===== src/rtl/maxpool2x2_stream.sv =====
// maxpool2x2_stream: streaming 2x2/stride-2 pooling over a raster-order pixel stream.
// Define AVGPOOL_EN to add the mode port and per-frame average pooling.
module maxpool2x2_stream #(
   parameter int DATA_W    = 32,
   parameter int MAX_WIDTH = 128,
   parameter int DIM_W     = 8
) (
   input  logic                     clk,
   input  logic                     rst_n,
   input  logic                     clear,
   input  logic [DIM_W-1:0]         width,
   input  logic [DIM_W-1:0]         height,
   input  logic                     in_valid,
   output logic                     in_ready,
   input  logic signed [DATA_W-1:0] in_data,
   output logic                     out_valid,
   input  logic                     out_ready,
   output logic signed [DATA_W-1:0] out_data,
   output logic                     out_last,
   output logic                     frame_done
`ifdef AVGPOOL_EN
   ,
   input  logic                     mode
`endif
);
   localparam int AW = $clog2(MAX_WIDTH / 2);
`ifdef AVGPOOL_EN
   localparam int LB_W = DATA_W + 1;
`else
   localparam int LB_W = DATA_W;
`endif
   logic [DIM_W-1:0] col_q, col_d, row_q, row_d, w_q, h_q, cur_w, cur_h;
   logic signed [DATA_W-1:0] pair_q, pair_d, out_data_q, out_data_d;
   logic signed [DATA_W-1:0] pair_max, lb_max, res_max, result;
   logic signed [LB_W-1:0] linebuf [MAX_WIDTH/2];
   logic signed [LB_W-1:0] lb_rd, lb_wr;
   logic out_valid_q, out_valid_d, out_last_q, out_last_d, frame_done_q, frame_done_d;
   logic beat, start, col_end, row_end, keep, emit, win_last;

   assign in_ready   = !out_valid_q || out_ready;
   assign beat       = in_valid && in_ready;
   assign start      = (col_q == '0) && (row_q == '0);
   assign cur_w      = start ? width : w_q;
   assign cur_h      = start ? height : h_q;
   assign col_end    = (cur_w == '0) || (col_q == cur_w - 1'b1);
   assign row_end    = (cur_h == '0) || (row_q == cur_h - 1'b1);
   // A pixel counts only if its whole 2x2 window lies inside the image.
   assign keep       = ({col_q[DIM_W-1:1], 1'b1} < cur_w) && ({row_q[DIM_W-1:1], 1'b1} < cur_h);
   assign emit       = beat && keep && row_q[0] && col_q[0];
   assign win_last   = ((DIM_W+1)'(col_q) + (DIM_W+1)'(2) >= (DIM_W+1)'(cur_w)) &&
                       ((DIM_W+1)'(row_q) + (DIM_W+1)'(2) >= (DIM_W+1)'(cur_h));
   assign lb_rd      = linebuf[col_q[AW:1]];
   assign lb_max     = $signed(lb_rd[DATA_W-1:0]);
   assign pair_max   = (pair_q > in_data) ? pair_q : in_data;
   assign res_max    = (lb_max > pair_max) ? lb_max : pair_max;
   assign out_valid  = out_valid_q;
   assign out_data   = out_data_q;
   assign out_last   = out_last_q;
   assign frame_done = frame_done_q;

`ifdef AVGPOOL_EN
   logic mode_q, cur_mode;
   logic signed [DATA_W+1:0] sum;
   assign cur_mode = start ? mode : mode_q;
   // Average frames keep the even-row pair sum instead of its maximum.
   assign sum      = (DATA_W+2)'(lb_rd) + (DATA_W+2)'(pair_q) + (DATA_W+2)'(in_data);
   assign result   = cur_mode ? DATA_W'(sum >>> 2) : res_max;
   assign lb_wr    = cur_mode ? LB_W'(pair_q) + LB_W'(in_data) : LB_W'(pair_max);
   always_ff @(posedge clk or negedge rst_n)
      if (!rst_n) mode_q <= 1'b0;
      else if (beat && start) mode_q <= mode;
`else
   assign result = res_max;
   assign lb_wr  = pair_max;
`endif

   always_comb begin
      col_d        = col_q;
      row_d        = row_q;
      pair_d       = pair_q;
      out_valid_d  = out_valid_q && !out_ready;
      out_data_d   = out_data_q;
      out_last_d   = out_last_q;
      frame_done_d = beat && col_end && row_end;
      if (beat) begin
         col_d  = col_end ? '0 : col_q + 1'b1;
         row_d  = !col_end ? row_q : (row_end ? '0 : row_q + 1'b1);
         pair_d = col_q[0] ? pair_q : in_data;
      end
      if (emit) begin
         out_valid_d = 1'b1;
         out_data_d  = result;
         out_last_d  = win_last;
      end
      if (clear) begin
         col_d        = '0;
         row_d        = '0;
         pair_d       = '0;
         out_valid_d  = 1'b0;
         out_data_d   = '0;
         out_last_d   = 1'b0;
         frame_done_d = 1'b0;
      end
   end

   always_ff @(posedge clk or negedge rst_n)
      if (!rst_n) begin
         col_q        <= '0;
         row_q        <= '0;
         w_q          <= '0;
         h_q          <= '0;
         pair_q       <= '0;
         out_valid_q  <= 1'b0;
         out_data_q   <= '0;
         out_last_q   <= 1'b0;
         frame_done_q <= 1'b0;
      end else begin
         col_q        <= col_d;
         row_q        <= row_d;
         pair_q       <= pair_d;
         out_valid_q  <= out_valid_d;
         out_data_q   <= out_data_d;
         out_last_q   <= out_last_d;
         frame_done_q <= frame_done_d;
         if (beat && start) begin
            w_q <= width;
            h_q <= height;
         end
      end

   always_ff @(posedge clk)
      if (beat && keep && !row_q[0] && col_q[0]) linebuf[col_q[AW:1]] <= lb_wr;
endmodule


===== config.mk =====
export PLATFORM = sky130hd
export DESIGN_NAME = maxpool2x2_stream
export DESIGN_NICKNAME = d
export VERILOG_FILES = /design/src/rtl/maxpool2x2_stream.sv
export SDC_FILE = /design/constraint.sdc
export NUM_CORES = 2
export LEC_CHECK = 0
export ABC_AREA = 1
export CORE_ASPECT_RATIO = 0.8
export CORE_MARGIN = 3
export CORE_UTILIZATION = 55
export CTS_CLUSTER_DIAMETER = 200
export DETAILED_ROUTE_END_ITERATION = 10
export PLACE_DENSITY = 0.78
export SETUP_SLACK_MARGIN = 0.2
export SYNTH_ARGS = -nofsm -noshare
export SYNTH_HDL_FRONTEND = slang
export SYNTH_SLANG_ARGS = --single-unit

===== constraint.sdc =====
create_clock -name clk -period 9.4 [get_ports clk]
set_clock_uncertainty 0.15 [all_clocks]
set_input_delay 1.88 -clock clk [delete_from_list [all_inputs] [get_ports clk]]
set_output_delay 1.88 -clock clk [all_outputs]
set_load 0.005 [all_outputs]

==> impl_results.md <==
* Status: finished, violations left
* Failing checks: max-capacitance violations
* Tightest Pin Transition at 1.48 ns
* Residual DRC count at 0
* Worst hold path depth at 2
* WP data required at 9.67 ns
* Die width at 434 um
* EDFF count, synth at slightly above 2000
* Mapped Cells at 5071
* Iter 0 DRT Violations at approximately 8600
* Synth unique cells at 53
* Postcts setup bufs at 0
* Synth top area share at 0.761
* Min-delay src: h_q[0]
* Cts hold-fix bufs at 0
* DIE HEIGHT at 349 um
* Die area at approximately 0.15 mm^2
* Max Slew Vio Count at 0
* Post-Syn Nets at ~5200
* Fmax at approximately 120 MHz
* Final count of hold timing violations at 0
* Drt pass-1 iters at 8
* Port buffer count at 88
* Critical Path End Type: register
* Crit-path max FO at 32
* Post-DP HPWL at 140000 um
* Reg2Reg Launch Point: col_q[1]
* Mapped cell area at about 0.081 mm^2
* Worst Path Arrival at between 8 and 9 ns
* H-tree levels at 4
* Critical path class: reg -> reg
* First-pass GRT wire length at 340000 um
* Routability cong. at 0.988
* Crit share post-route at 0.901
* Finish-stage setup viols at 0
* TritonCTS Buffers at 185
* Final ANT Viol Nets at 0
* Total clock sinks at 2147
* Drt total wl at 239000 um
* Insertion delay to the later sink of the worst-skew pair at 0.82 ns
* Ys async rst share at 0.0461
* Sequential area share after synthesis at 0.792
* Drt via density at 6.89
* Synth top area cells: edfxtp_1 (76%), o22ai_1 (7.1%), dfrtp_1 (3.1%)
* Crit path time final at around 8.5 ns
* FP Rows at 125
* P_leak at between 20 and 30 nW
* Dpl cells at about 7000
* Share of cells above drive strength 1 at 0.116
* Starting density of the core at 0.555
* Initial antenna violation count at 20
* Nets at 5417
* Avg Cell Area, Syn at 15.9 um^2
* Peak supply drop at ~200 uV
* Maximum buffer depth of the clock tree at 3
* Main synth FF type: edfxtp_1
* Setup slack, reg-to-reg at about 0.9 ns
* Worst R2R End: linebuf[63][11]
* GRT Overall Usage at 0.312
* Setup TNS at 0 ns
* Post-layout power at 20.8 mW
* Area grow syn2layout at 12.9%
* Largest net degree at the start of global routing at 75
* Slew HR at 0.00259
* Synth Register Bits at 2147
* Synth area leader: edfxtp_1
* Hold Crit Class: reg -> reg
* Io pins at 89
* Crit start category: register
* Post-route insts no fill at 7385
* Max-Cap Viols at 1
* Via Count at roughly 50000
* CTS clk-pin slew, worst paths at 0.07 ns
* CTS tree: yes
* WHS Endpoint: h_q[0]
* Ys Warns at 0
* Total gr overflow at 0
* Wire per inst at 32.3 um
* Post-cts resize count at 0
* Clock root buffer: clkbuf_16
* Core Region at 0.146 mm^2
* Vias in the first global route at 48400
* RSZ-0062 raised after global routing: false
* P per Cell Area at 228 mW/mm^2
* R2r worst-path depth at 18
## worst max-delay path, cell delays in order, from the launching register on
cell       delay, ns
dfrtp_1         1.05
inv_2           0.49
ha_1            0.35
nand3_1         0.10
nor2_1          0.06
nand2_1         0.54
nand2_1         0.09
o21ai_1         0.26
inv_1           0.12
ha_1            0.31
a21oi_1         0.13
o21ai_0         0.12
nand4_1         0.08
o211ai_1        0.14
a2111oi_0       0.60
nand2_1         0.10
nor2_1          1.01
nand2_1         1.03
nor2_4          1.26
## report_power, final
part	internal, mW	switching (mW)
sequential	11.1	0.0429
combinational	0.440	1.68
clock	4.14	3.44
## layout by cell type (no fill, tap or decap), types with 58 or more instances in the layout
| cell type | synthesis | routed |
|---|---|---|
| a21oi_1 | 74 | 74 |
| buf_4 | 12 | 188 |
| clkbuf_16 | 0 | 187 |
| clkdlybuf4s50_1 | 0 | 87 |
| clkinv_1 | 9 | 58 |
| dfrtp_1 | 99 | 99 |
| edfxtp_1 | 2048 | 2048 |
| ha_1 | 103 | 103 |
| inv_1 | 182 | 154 |
| nand2_1 | 397 | 393 |
| nand3_1 | 109 | 108 |
| nor2_1 | 174 | 104 |
| nor2_4 | 1 | 66 |
| nor4_1 | 88 | 86 |
| o21ai_0 | 162 | 156 |
| o22ai_1 | 923 | 923 |
| o41ai_1 | 175 | 164 |
## stage by stage
step / worst slack, ns / hold WS (ns) / cell area (um^2) / util
2_1_floorplan: 1.18 / 0.292 / 80800 / -
3_3_place_gp: 1.40 / 0.303 / 85300 / 0.586
3_5_place_dp: 1.30 / 0.317 / 85300 / 0.586
4_1_cts: 1.25 / 0.333 / 91200 / 0.626
5_1_grt: 0.556 / 0.342 / 91200 / 0.626
6_report: 0.927 / 0.335 / 91200 / 0.626
## worst max path at each step
stage | start | endpoint | slack [ns]
3_3_place_gp | col_q[1] | linebuf[4][2] | 1.40
2_1_floorplan | in_data[23] | out_data[29] | 1.18
4_1_cts | col_q[1] | linebuf[52][10] | 1.25
6_report | col_q[1] | linebuf[63][11] | 0.93
3_5_place_dp | col_q[1] | linebuf[52][16] | 1.30
5_1_grt | col_q[1] | out_data[1] | 0.56
## logic make-up (layout without fill, tap and decap cells)
kind of cell	after synthesis	in the layout	share of synthesized area
buf+inv	492	829	0.0255
simple gates	849	849	0.0469
xor+xnor	35	35	0.00379
flops	2147	2147	0.792
compound gates	1441	1441	0.115
other cells	0	9	0
fa+ha+maj	103	103	0.0160
mux	4	4	0.000558
## layer usage
layer  GRT usage  vias to the layer above  part of all wire
li1            -                    20800                 -
met1       0.434                    25000              0.35
met2       0.431                     4452              0.42
met3       0.136                      646              0.18
met4       0.130                       14             0.045
met5           0                        -           0.00040
## area by class of cell
| class | instances | area [um^2] |
|---|---|---|
| Clock buffer | 229 | 4840 |
| Fill cell | 9704 | 54400 |
| Multi-Input combinational cell | 2432 | 15500 |
| Timing Repair Buffer | 292 | 2620 |
| Clock inverter | 105 | 1070 |
| Antenna cell | 9 | 22.5 |
| Sequential cell | 2147 | 64000 |
| Tap cell | 1968 | 2460 |
| Inverter | 203 | 762 |
## registers in the layout, indices dropped and copies added, names as in the netlist
| register | flops |
|---|---|
| linebuf | 2048 |
| h_q | 8 |
| out_valid | 1 |
| w_q | 8 |
| out_data | 32 |
| row_q | 8 |
| pair_q | 32 |
| out_last | 1 |
| frame_done | 1 |
| col_q | 8 |
## cells in the mapped netlist, types with 7 or more instances
cell type	instances
nand4_1	31
buf_1	14
buf_4	12
or2_2	18
inv_2	12
o31ai_1	12
edfxtp_1	2048
nor3_1	10
nand2_1	397
a21oi_1	74
clkinv_1	9
nor4_1	88
buf_2	127
nor2_1	174
xor2_1	28
a221oi_1	15
inv_1	182
ha_1	103
o41ai_1	175
a22o_1	14
a22oi_1	22
nand3_1	109
clkbuf_1	135
dfrtp_1	99
o21ai_0	162
o21ai_1	15
o22ai_1	923
xnor2_1	7
Power figures use the tool's default switching activity.
